===== config.mk =====
export PLATFORM = sky130hd
export DESIGN_NAME = alu_scheduler_flat
export DESIGN_NICKNAME = d
export VERILOG_FILES = /design/src/rtl/alu_ctrl_pkg.sv /design/src/rtl/alu_scheduler_if.sv /design/src/rtl/alu_scheduler_rr_arbiter.sv /design/src/rtl/alu_scheduler.sv /design/src/flat_wrapper.sv
export SDC_FILE = /design/constraint.sdc
export NUM_CORES = 1
export LEC_CHECK = 0
export ABC_AREA = 1
export BUFFER_PORTS_ARGS = -buffer_cell sky130_fd_sc_hd__buf_4
export CAP_MARGIN = 20
export CELL_PAD_IN_SITES_DETAIL_PLACEMENT = 1
export CELL_PAD_IN_SITES_GLOBAL_PLACEMENT = 2
export CORE_AREA = 3 3 163 125
export CTS_CLUSTER_DIAMETER = 100
export DETAILED_ROUTE_END_ITERATION = 10
export DIE_AREA = 0 0 166 128
export GPL_ROUTABILITY_DRIVEN = 0
export PLACE_DENSITY_LB_ADDON = 0.1
export SYNTH_ARGS = -nofsm -noshare
export SYNTH_HDL_FRONTEND = slang
export SYNTH_SLANG_ARGS = --single-unit

===== constraint.sdc =====
create_clock -name clock -period 3.2 [get_ports clock]
set_input_delay 0.48 -clock clock [delete_from_list [all_inputs] [get_ports clock]]
set_output_delay 0.48 -clock clock [all_outputs]
set_load 0.05 [all_outputs]

===== src/rtl/alu_ctrl_pkg.sv =====
// Shared op codes, legality check and FSM encoding for the ALU scheduler.
package alu_ctrl_pkg;

  localparam int unsigned OP_W    = 4;
  localparam int unsigned STATE_W = 2;

  localparam logic [OP_W-1:0] OP_AND    = 4'b0000;
  localparam logic [OP_W-1:0] OP_OR     = 4'b0001;
  localparam logic [OP_W-1:0] OP_ADD    = 4'b0010;
  localparam logic [OP_W-1:0] OP_SUB    = 4'b0110;
  localparam logic [OP_W-1:0] OP_ANDALT = 4'b0111;
  localparam logic [OP_W-1:0] OP_NOR    = 4'b1100;

  localparam logic [STATE_W-1:0] ST_IDLE  = 2'd0;
  localparam logic [STATE_W-1:0] ST_ISSUE = 2'd1;
  localparam logic [STATE_W-1:0] ST_WAIT  = 2'd2;
  localparam logic [STATE_W-1:0] ST_RESP  = 2'd3;

  typedef enum logic [STATE_W-1:0] {
    S_IDLE  = ST_IDLE,
    S_ISSUE = ST_ISSUE,
    S_WAIT  = ST_WAIT,
    S_RESP  = ST_RESP
  } state_t;

  // True for the six codes the ALU implements.
  function automatic logic is_legal_op(input logic [OP_W-1:0] op);
    case (op)
      OP_AND, OP_OR, OP_ADD, OP_SUB, OP_ANDALT, OP_NOR: is_legal_op = 1'b1;
      default:                                          is_legal_op = 1'b0;
    endcase
  endfunction

endpackage


===== src/rtl/alu_scheduler_if.sv =====
// Requester-facing request/response channel of the ALU scheduler.
interface alu_scheduler_if #(
  parameter int unsigned WIDTH   = 32,
  parameter int unsigned NUM_REQ = 2
);
  logic [NUM_REQ-1:0]       req_valid;
  logic [NUM_REQ-1:0]       req_ready;
  logic [4*NUM_REQ-1:0]     req_op;
  logic [WIDTH*NUM_REQ-1:0] req_a;
  logic [WIDTH*NUM_REQ-1:0] req_b;
  logic [NUM_REQ-1:0]       rsp_valid;
  logic [NUM_REQ-1:0]       rsp_ready;
  logic [WIDTH-1:0]         rsp_result;
  logic                     rsp_zero;
  logic                     rsp_err;

  modport master (
    output req_valid, req_op, req_a, req_b, rsp_ready,
    input  req_ready, rsp_valid, rsp_result, rsp_zero, rsp_err
  );

  modport slave (
    input  req_valid, req_op, req_a, req_b, rsp_ready,
    output req_ready, rsp_valid, rsp_result, rsp_zero, rsp_err
  );
endinterface


===== src/rtl/alu_scheduler_rr_arbiter.sv =====
// Round-robin picker: first asserted request at or after ptr, wrapping.
module rr_arbiter #(
  parameter int unsigned NUM_REQ = 2,
  parameter int unsigned PTR_W   = 1
) (
  input  logic [NUM_REQ-1:0] req,
  input  logic [PTR_W-1:0]   ptr,
  output logic [NUM_REQ-1:0] gnt_c,
  output logic [PTR_W-1:0]   gnt_idx_c,
  output logic               gnt_any_c
);

  int unsigned j;

  // Scan NUM_REQ slots starting at ptr and take the first requester found.
  always_comb begin
    gnt_c     = '0;
    gnt_idx_c = '0;
    gnt_any_c = 1'b0;
    j         = 0;
    for (int unsigned k = 0; k < NUM_REQ; k++) begin
      j = 32'(ptr) + k;
      if (j >= NUM_REQ) j = j - NUM_REQ;
      if (!gnt_any_c && req[j]) begin
        gnt_c[j]  = 1'b1;
        gnt_idx_c = PTR_W'(j);
        gnt_any_c = 1'b1;
      end
    end
  end

endmodule


===== src/rtl/alu_scheduler.sv =====
// Shares one registered ALU between NUM_REQ requesters with round-robin arbitration.
module alu_scheduler
  import alu_ctrl_pkg::*;
#(
  parameter int unsigned WIDTH   = 32,
  parameter int unsigned NUM_REQ = 2
) (
  input  logic             clock,
  input  logic             reset_n,
  alu_scheduler_if.slave   bus,
  output logic [OP_W-1:0]  alu_control,
  output logic [WIDTH-1:0] alu_in1,
  output logic [WIDTH-1:0] alu_in2,
  input  logic [WIDTH-1:0] alu_result,
  input  logic             alu_zero,
  output logic             busy
);

  localparam int unsigned PTR_W = (NUM_REQ > 1) ? $clog2(NUM_REQ) : 1;

  state_t             state;
  logic [PTR_W-1:0]   ptr;
  logic [PTR_W-1:0]   owner;

  logic [NUM_REQ-1:0] gnt_c;
  logic [PTR_W-1:0]   gnt_idx_c;
  logic               gnt_any_c;
  logic [PTR_W-1:0]   nxt_ptr_c;
  logic [OP_W-1:0]    sel_op_c;
  logic [WIDTH-1:0]   sel_a_c;
  logic [WIDTH-1:0]   sel_b_c;

  rr_arbiter #(
    .NUM_REQ (NUM_REQ),
    .PTR_W   (PTR_W)
  ) u_arb (
    .req       (bus.req_valid),
    .ptr       (ptr),
    .gnt_c     (gnt_c),
    .gnt_idx_c (gnt_idx_c),
    .gnt_any_c (gnt_any_c)
  );

  // Route the winner's op and operands using the one-hot grant.
  always_comb begin
    sel_op_c = '0;
    sel_a_c  = '0;
    sel_b_c  = '0;
    for (int i = 0; i < int'(NUM_REQ); i++) begin
      if (gnt_c[i]) begin
        sel_op_c = bus.req_op[4*i +: 4];
        sel_a_c  = bus.req_a[WIDTH*i +: WIDTH];
        sel_b_c  = bus.req_b[WIDTH*i +: WIDTH];
      end
    end
  end

  // Pointer moves to the slot just after the winner.
  always_comb begin
    nxt_ptr_c = '0;
    if (gnt_idx_c != PTR_W'(NUM_REQ - 1)) nxt_ptr_c = gnt_idx_c + PTR_W'(1);
  end

  // Scheduler FSM; every output is a register updated here.
  always_ff @(posedge clock or negedge reset_n) begin
    if (!reset_n) begin
      state          <= S_IDLE;
      ptr            <= '0;
      owner          <= '0;
      bus.req_ready  <= '0;
      bus.rsp_valid  <= '0;
      bus.rsp_result <= '0;
      bus.rsp_zero   <= 1'b0;
      bus.rsp_err    <= 1'b0;
      alu_control    <= '0;
      alu_in1        <= '0;
      alu_in2        <= '0;
      busy           <= 1'b0;
    end else begin
      bus.req_ready <= '0;
      case (state)
        S_IDLE: begin
          if (gnt_any_c) begin
            bus.req_ready <= gnt_c;
            alu_control   <= sel_op_c;
            alu_in1       <= sel_a_c;
            alu_in2       <= sel_b_c;
            bus.rsp_err   <= !is_legal_op(sel_op_c);
            owner         <= gnt_idx_c;
            ptr           <= nxt_ptr_c;
            busy          <= 1'b1;
            state         <= S_ISSUE;
          end
        end
        S_ISSUE: state <= S_WAIT;
        S_WAIT: begin
          // Illegal codes report a fixed zero result regardless of the ALU.
          if (bus.rsp_err) begin
            bus.rsp_result <= '0;
            bus.rsp_zero   <= 1'b1;
          end else begin
            bus.rsp_result <= alu_result;
            bus.rsp_zero   <= alu_zero;
          end
          bus.rsp_valid <= NUM_REQ'(1) << owner;
          state         <= S_RESP;
        end
        S_RESP: begin
          if (bus.rsp_ready[owner]) begin
            bus.rsp_valid <= '0;
            busy          <= 1'b0;
            state         <= S_IDLE;
          end
        end
        default: state <= S_IDLE;
      endcase
    end
  end

endmodule


===== src/flat_wrapper.sv =====
// flat-port wrapper written by rule: the top's interface ports become plain ports
module alu_scheduler_flat import alu_ctrl_pkg::*;
#(
  parameter int unsigned WIDTH   = 32,
  parameter int unsigned NUM_REQ = 2
)
  (clock, reset_n, alu_control, alu_in1, alu_in2, alu_result, alu_zero, busy, bus_req_valid, bus_req_op, bus_req_a, bus_req_b, bus_rsp_ready, bus_req_ready, bus_rsp_valid, bus_rsp_result, bus_rsp_zero, bus_rsp_err);
  alu_scheduler_if #(.WIDTH(WIDTH), .NUM_REQ(NUM_REQ)) bus_i ();
  input  logic clock;
  input  logic reset_n;
  output logic [OP_W-1:0] alu_control;
  output logic [WIDTH-1:0] alu_in1;
  output logic [WIDTH-1:0] alu_in2;
  input  logic [WIDTH-1:0] alu_result;
  input  logic alu_zero;
  output logic busy;
  input wire logic [$bits(bus_i.req_valid)-1:0] bus_req_valid;
  input wire logic [$bits(bus_i.req_op)-1:0] bus_req_op;
  input wire logic [$bits(bus_i.req_a)-1:0] bus_req_a;
  input wire logic [$bits(bus_i.req_b)-1:0] bus_req_b;
  input wire logic [$bits(bus_i.rsp_ready)-1:0] bus_rsp_ready;
  output wire logic [$bits(bus_i.req_ready)-1:0] bus_req_ready;
  output wire logic [$bits(bus_i.rsp_valid)-1:0] bus_rsp_valid;
  output wire logic [$bits(bus_i.rsp_result)-1:0] bus_rsp_result;
  output wire logic [$bits(bus_i.rsp_zero)-1:0] bus_rsp_zero;
  output wire logic [$bits(bus_i.rsp_err)-1:0] bus_rsp_err;
  assign bus_i.req_valid = bus_req_valid;
  assign bus_i.req_op = bus_req_op;
  assign bus_i.req_a = bus_req_a;
  assign bus_i.req_b = bus_req_b;
  assign bus_i.rsp_ready = bus_rsp_ready;
  assign bus_req_ready = bus_i.req_ready;
  assign bus_rsp_valid = bus_i.rsp_valid;
  assign bus_rsp_result = bus_i.rsp_result;
  assign bus_rsp_zero = bus_i.rsp_zero;
  assign bus_rsp_err = bus_i.rsp_err;
  alu_scheduler #(.WIDTH(WIDTH), .NUM_REQ(NUM_REQ)) u_core (.clock(clock), .reset_n(reset_n), .bus(bus_i), .alu_control(alu_control), .alu_in1(alu_in1), .alu_in2(alu_in2), .alu_result(alu_result), .alu_zero(alu_zero), .busy(busy));
endmodule

### Word level (Yosys, flattened, before mapping)

Cells that the tools add are included.

| storage, ports and cells | value |
|---|---|
| register bits | 111 |
| output and inout port bits | 107 |

| cells by class | value |
|---|---|
| shift-type cells | 1 |
| add/subtract/negate cells | 4 |
| equal/unequal tests | 10 |
| reductions and logical operators | 14 |
| bitwise gates (word level) | 1 |
| $lt $le $gt $ge | 7 |
| multiplexer cells | 39 |

Operators with widths:

| cell | count |
|---|---|
| $mux W32 | 7 |
| $ge A32 B1 Y1 const B | 2 |
| $lt A32 B2 Y1 const B | 2 |
| $mux W1 | 19 |
| $mux W2 | 6 |
| $eq A4 B3 Y1 const B | 2 |
| $mux W4 | 2 |
| $pmux W2 S4 | 1 |
| $reduce_and A2 Y1 | 3 |
| $reduce_or A6 Y1 | 1 |
| $eq A2 B2 Y1 const B | 2 |
| $eq A4 B1 Y1 const B | 1 |
| $eq A4 B2 Y1 const B | 1 |
| $eq A4 B4 Y1 const B | 1 |
| $logic_not A4 Y1 | 1 |
| $ne A2 B1 Y1 const B | 2 |
| $pmux W2 S2 | 1 |
| $reduce_bool A2 Y1 | 2 |
| $logic_and A1 B1 Y1 | 3 |
| $reduce_and A3 Y1 | 1 |
| $sub A1 B2 Y3 const B | 1 |
| $sub A2 B2 Y3 const B | 1 |
| $add A1 B1 Y2 const B | 1 |
| $demux W1 S1 | 2 |
| other kinds (10) | 11 |

### Logic depth before layout (Yosys ltp)

| depth | value |
|---|---|
| word-level depth | 17 |
| mapped depth | 10 |

### Modules after synthesis

Synthesis repeated with hierarchy kept, for this count alone.

| unflattened totals | value |
|---|---|
| cell total of the unflattened synthesis | 465 |
| area total of the unflattened synthesis | 4,750.8 sq um |

Modules (own cells, without submodules):

| module | area each (sq um) | cells an instance | instances |
|---|---|---|---|
| alu_scheduler | 4,695.8 | 451 | 1 |
| rr_arbiter | 55.1 | 14 | 1 |

### Worst setup path before layout

OpenSTA, ideal clock, no wires.

| timing path | value |
|---|---|
| kind | input to register |
| start | input port bus_req_valid[0] |
| end | register u_core.alu_in2[25] |
| path buffers | 3 |
| library setup time | 130 ps |
| arrival | 1,374 ps |
| setup slack | 1,697 ps |
| stages | 9 |
| required time | 3,070 ps |
| cells stage by stage | buf_2 -> nand2_2 -> nand2_1 -> nor2_2 -> nor2_4 -> buf_6 -> buf_6 -> nor2_1 -> a31oi_1 |

| between the ends | value |
|---|---|
| longest elaborated chain between the ends | 8 |

RTL lines:

| element | RTL line | RTL |
|---|---|---|
| from (decl) | flat_wrapper.sv:17 | `input wire logic [$bits(bus_i.req_valid)-1:0] bus_req_valid;` |
| $mux W1 (not written as such) (2 in series) | alu_scheduler_rr_arbiter.sv:24 | `if (!gnt_any_c && req[j]) begin` |
| $mux W1 | alu_scheduler_rr_arbiter.sv:24 |  |
| $logic_not A1 Y1 | alu_scheduler_rr_arbiter.sv:24 |  |
| $logic_and A1 B1 Y1 | alu_scheduler_rr_arbiter.sv:24 |  |
| $mux W2 | alu_scheduler_rr_arbiter.sv:24 |  |
| $mux W32 (2 in series) | alu_scheduler.sv:50 | `if (gnt_c[i]) begin` |
| to (signal assigned) | alu_scheduler.sv:87 | `alu_in2 <= sel_b_c;` |
| to (decl) | alu_scheduler.sv:13 | `output logic [WIDTH-1:0] alu_in2,` |

Parallel ways exist; a longest one is shown, timed or not. The select of a mux whose other input is x is not followed.
A chain may end at the register's enable or synchronous reset.

### Final worst setup path

| timing path | value |
|---|---|
| start | register u_core.ptr |
| end | register u_core.alu_control[3] |

| between the ends | value |
|---|---|
| longest elaborated chain between the ends | 11 |

RTL lines:

| element | RTL line | RTL |
|---|---|---|
| from (decl) | alu_scheduler.sv:22 | `logic [PTR_W-1:0] ptr;` |
| from (signal assigned) | alu_scheduler.sv:90 | `ptr <= nxt_ptr_c;` |
| $add A1 B1 Y2 (tied with other cells) | alu_scheduler_rr_arbiter.sv:22 | `j = 32'(ptr) + k;` |
| $sub A2 B2 Y3 (tied with other cells) | alu_scheduler_rr_arbiter.sv:23 | `if (j >= NUM_REQ) j = j - NUM_REQ;` |
| $mux W32 (tied with other cells) | alu_scheduler_rr_arbiter.sv:23 |  |
| $ge A32 B1 Y1 (not written as such) (tied with other cells) | alu_scheduler_rr_arbiter.sv:25 | `gnt_c[j] = 1'b1;` |
| $logic_and A1 B1 Y1 (not written as such) or $mux W1 (tied branches) | alu_scheduler_rr_arbiter.sv:25 |  |
| $mux W1 (not written as such) or $demux W1 S1 (tied branches) | alu_scheduler_rr_arbiter.sv:25 |  |
| $demux W1 S1 or $mux W2 (tied branches) | alu_scheduler_rr_arbiter.sv:25, alu_scheduler_rr_arbiter.sv:24 |  |
| $or A2 B2 Y2 (no source line) | n/a |  |
| $mux W2 | alu_scheduler_rr_arbiter.sv:24 |  |
| $mux W4 (2 in series) | alu_scheduler.sv:50 |  |
| to (signal assigned) | alu_scheduler.sv:85 | `alu_control <= sel_op_c;` |
| to (decl) | alu_scheduler.sv:11 | `output logic [OP_W-1:0] alu_control,` |

Parallel ways exist; a longest one is shown, timed or not. The select of a mux whose other input is x is not followed.

==> impl_metrics.env <==
export IMPL_status="complete, no violations"
export IMPL_die_h_um=128
export IMPL_fin_util_pct=40.1
export IMPL_critical_path_slowest_cell="sky130_fd_sc_hd__buf_4"
export IMPL_detail_route_wl_per_cell_um=18.3
export IMPL_worstSetupPathType="flop to flop"
export IMPL_post_synth_cell_area_avg_um2=9.25
export IMPL_r2r_cells=8
export IMPL_p_leak_nw=3.65
export IMPL_setup_tns_final_ps=0
export IMPL_numClockSinks=111
export IMPL_h_tree_depth=3
export IMPL_final_critical_path_setup_slack_ps=1250
export IMPL_globalRoute_totalOverflow=0
export IMPL_whs_ps=180
export IMPL_postCtsHoldBufs=0
export IMPL_num_io_pins=282
export IMPL_floorplan_initialDensity_pct=26.2
export IMPL_arrival_time_at_the_worst_endpoint_ps=2180
export IMPL_netlist_area_um2=4880
export IMPL_layout_min_cycle_time_ps=1950
export IMPL_clock_tree_from_tritoncts="done"
export IMPL_grt_total_usage_pct=17.6
export IMPL_grt_first_pass_wirelength_mm=29.8
export IMPL_final_antenna_net_count=0
export IMPL_avgViaCountPerCell=4.72
export IMPL_flop_to_flop_setup_slack_ps=1250
export IMPL_holdCritPathClass="input pin to asynchronous set/reset pin"
export IMPL_dp_hpwl_mm=14.0
export IMPL_placed_cells=1022
export IMPL_worst_slew_margin_rel_pct=46.0
export IMPL_post_cts_resized=0
export IMPL_r2r_end="u_core.alu_control[3]"
export IMPL_cap_violations=0
export IMPL_port_buffers=281
export IMPL_ys_warnings_count=0
export IMPL_path_max_fanout=46
export IMPL_wirelength_mm=19.0
export IMPL_yosys_register_bits=111
export IMPL_fraction_of_layout_cells_with_a_size_suffix_above_1_pct=39.4
export IMPL_critical_path_endpoint_type="flop"
export IMPL_nFillCells=2171
export IMPL_worstPathCellList="nand2_2 > nand2_1 > nor2_2 > nor2_4 > buf_4 > inv_2 > nand2_1 > o21ai_0"
export IMPL_max_freq_mhz=514
export IMPL_detailed_place_area_um2=7200
export IMPL_cellPowerDensity_nw_per_um2=1170
export IMPL_clk_insertion_delay_late_ps=350
export IMPL_syn_inst=528
export IMPL_clockBufferDepth=2
export IMPL_worst_clock_skew_ps=8.90
export IMPL_post_route_period_util_pct=60.8
export IMPL_synth_lib_cells_used_distinct=23
export IMPL_unrepaired_setup_endpoints_after_global_routing="no"
export IMPL_post_cts_setup_repair_buffer_count=0
export IMPL_finish_instance_area_um2=7490
export IMPL_syn_num_nets=707
export IMPL_syn_to_final_growth_pct=53.4
export IMPL_grt_max_degree=88
export IMPL_first_pass_iters=4
export IMPL_grt_pass1_vias=5252
export IMPL_row_count=43
export IMPL_drtIter0Drc=185
export IMPL_drt_drc_violations_left=0
export IMPL_final_nets=965
export IMPL_post_place_ws_ps=1000
export IMPL_overall_via_count_from_detail_route=4898
export IMPL_worstReg2RegStart="u_core.ptr"
export IMPL_crit_top_cell="sky130_fd_sc_hd__nand2_1"
export IMPL_final_hold_violation_count=0
export IMPL_worst_path_required_time_ps=3430
export IMPL_finalNonFillerCells=1038
export IMPL_ir_worst_vdd_v=0.000581
export IMPL_die_outline_area_um2=21200
export IMPL_synth_yosys_seq_area_share_pct=56.9
export IMPL_finalPower_mw=8.73
export IMPL_crit_path_start_kind="flop"
export IMPL_finalSetupViolations=0
export IMPL_floorplan_die_width_um=166
export IMPL_antenna_cells_inserted=0
export IMPL_cpPeakStageDelay_ps=420
export IMPL_cts_buffers_inserted=9
export IMPL_clkTransAtPathRegs_ps=80
export IMPL_core_area_um2=18700
export IMPL_timing_worst_slew_pin_value_ps=810
export IMPL_timing_max_transition_violations_final=0
export IMPL_clock_tree_root_cell="sky130_fd_sc_hd__clkbuf_16"
export IMPL_grt_antenna_before_repair=0
placed cells by master (no fill, tap or decap), drive strengths merged:
cell type,synthesis,routed
ha,4,4
a22oi,1,1
clkinv,1,4
inv,16,19
o22ai,1,1
clkbuf,15,9
nand2,93,93
a21oi,3,3
nor2,73,73
clkinvlp,0,1
o21a,1,1
a31oi,64,64
o21ai,10,10
dfrtp,111,111
nand3,76,76
a22o,32,32
buf,27,289
worst max-delay path by stage:
stage	slack, ps	from	to
detailed placement	1000	bus_req_valid[1]	u_core.alu_control[2]
finish	1250	u_core.ptr	u_core.alu_control[3]
global placement	1090	bus_req_valid[1]	u_core.bus.rsp_err
global route	1000	u_core.ptr	u_core.alu_control[3]
floorplan	1700	bus_req_valid[0]	u_core.alu_in2[25]
CTS	1230	u_core.ptr	u_core.alu_control[2]
cell usage after synthesis:
| cell type | instances | share of area, % |
|---|---|---|
| sky130_fd_sc_hd__clkbuf_1 | 15 | 1.2 |
| sky130_fd_sc_hd__buf_1 | 1 | 0.077 |
| sky130_fd_sc_hd__buf_4 | 1 | 0.15 |
| sky130_fd_sc_hd__nand2_2 | 2 | 0.26 |
| sky130_fd_sc_hd__nand3_1 | 76 | 7.8 |
| sky130_fd_sc_hd__o21ai_0 | 10 | 1.0 |
| sky130_fd_sc_hd__nor2_1 | 71 | 5.5 |
| sky130_fd_sc_hd__nand2_1 | 91 | 7.0 |
| sky130_fd_sc_hd__a22oi_1 | 1 | 0.15 |
| sky130_fd_sc_hd__o22ai_1 | 1 | 0.13 |
| sky130_fd_sc_hd__buf_2 | 23 | 2.4 |
| sky130_fd_sc_hd__inv_1 | 15 | 1.2 |
| sky130_fd_sc_hd__o21a_1 | 1 | 0.15 |
| sky130_fd_sc_hd__nor2_4 | 1 | 0.23 |
| sky130_fd_sc_hd__a31oi_1 | 64 | 8.2 |
| sky130_fd_sc_hd__a21oi_1 | 3 | 0.31 |
| sky130_fd_sc_hd__ha_1 | 4 | 1.0 |
| sky130_fd_sc_hd__dfrtp_1 | 111 | 57 |
| sky130_fd_sc_hd__clkinv_1 | 1 | 0.077 |
| sky130_fd_sc_hd__buf_6 | 2 | 0.46 |
| sky130_fd_sc_hd__a22o_1 | 32 | 5.7 |
| sky130_fd_sc_hd__nor2_2 | 1 | 0.13 |
| sky130_fd_sc_hd__inv_2 | 1 | 0.077 |
sequential cells by signal, indices dropped and copies added, names as in the netlist, 2 cells and up:
register,count
u_core.bus.rsp_result,32
u_core.state,2
u_core.alu_in2,32
u_core.bus.rsp_valid,2
u_core.bus.req_ready,2
u_core.alu_in1,32
u_core.alu_control,4
area by class of cell:
type | count | area, um2 | share of cell area, %
clock buffers | 9 | 225 | 3.01
clock inverters | 7 | 66.3 | 0.886
repair buffers | 289 | 2210 | 29.5
well taps | 247 | 309 | 4.13
multi-input cells | 358 | 1840 | 24.5
inverters | 17 | 63.8 | 0.852
flip-flops and latches | 111 | 2780 | 37.1
critical path: cells and delay by family, from the launching register on:
family | cells | cell delay [ps]
buffers and inverters | 2 | 570
AOI/OAI and AO/OA | 1 | 80
and+or+nand+nor | 5 | 800
DFF | 1 | 390
cell families after synthesis:
family          Yosys count  synth area share (%)
compound gates          112                  15.7
fa+ha+maj                 4                  1.03
buf+inv                  59                  5.51
flops                   111                  56.9
simple gates            242                  20.9
layer usage:
| metal | vias up | wire length (um) | GRT usage (%) |
|---|---|---|---|
| met5 | - | 0 | 0 |
| met4 | 0 | 253 | 4.25 |
| met3 | 16 | 1420 | 6.44 |
| met2 | 159 | 8920 | 28.5 |
| met1 | 2378 | 8360 | 22.8 |
| li1 | 2345 | - | - |
power breakdown:
| part | switching (mW) | internal [mW] |
|---|---|---|
| Sequential | 0.372 | 2.06 |
| Clock | 0.574 | 0.548 |
| Combinational | 3.61 | 1.57 |
| Total | 4.56 | 4.17 |
Note: power is estimated with default switching activity, not from simulation.
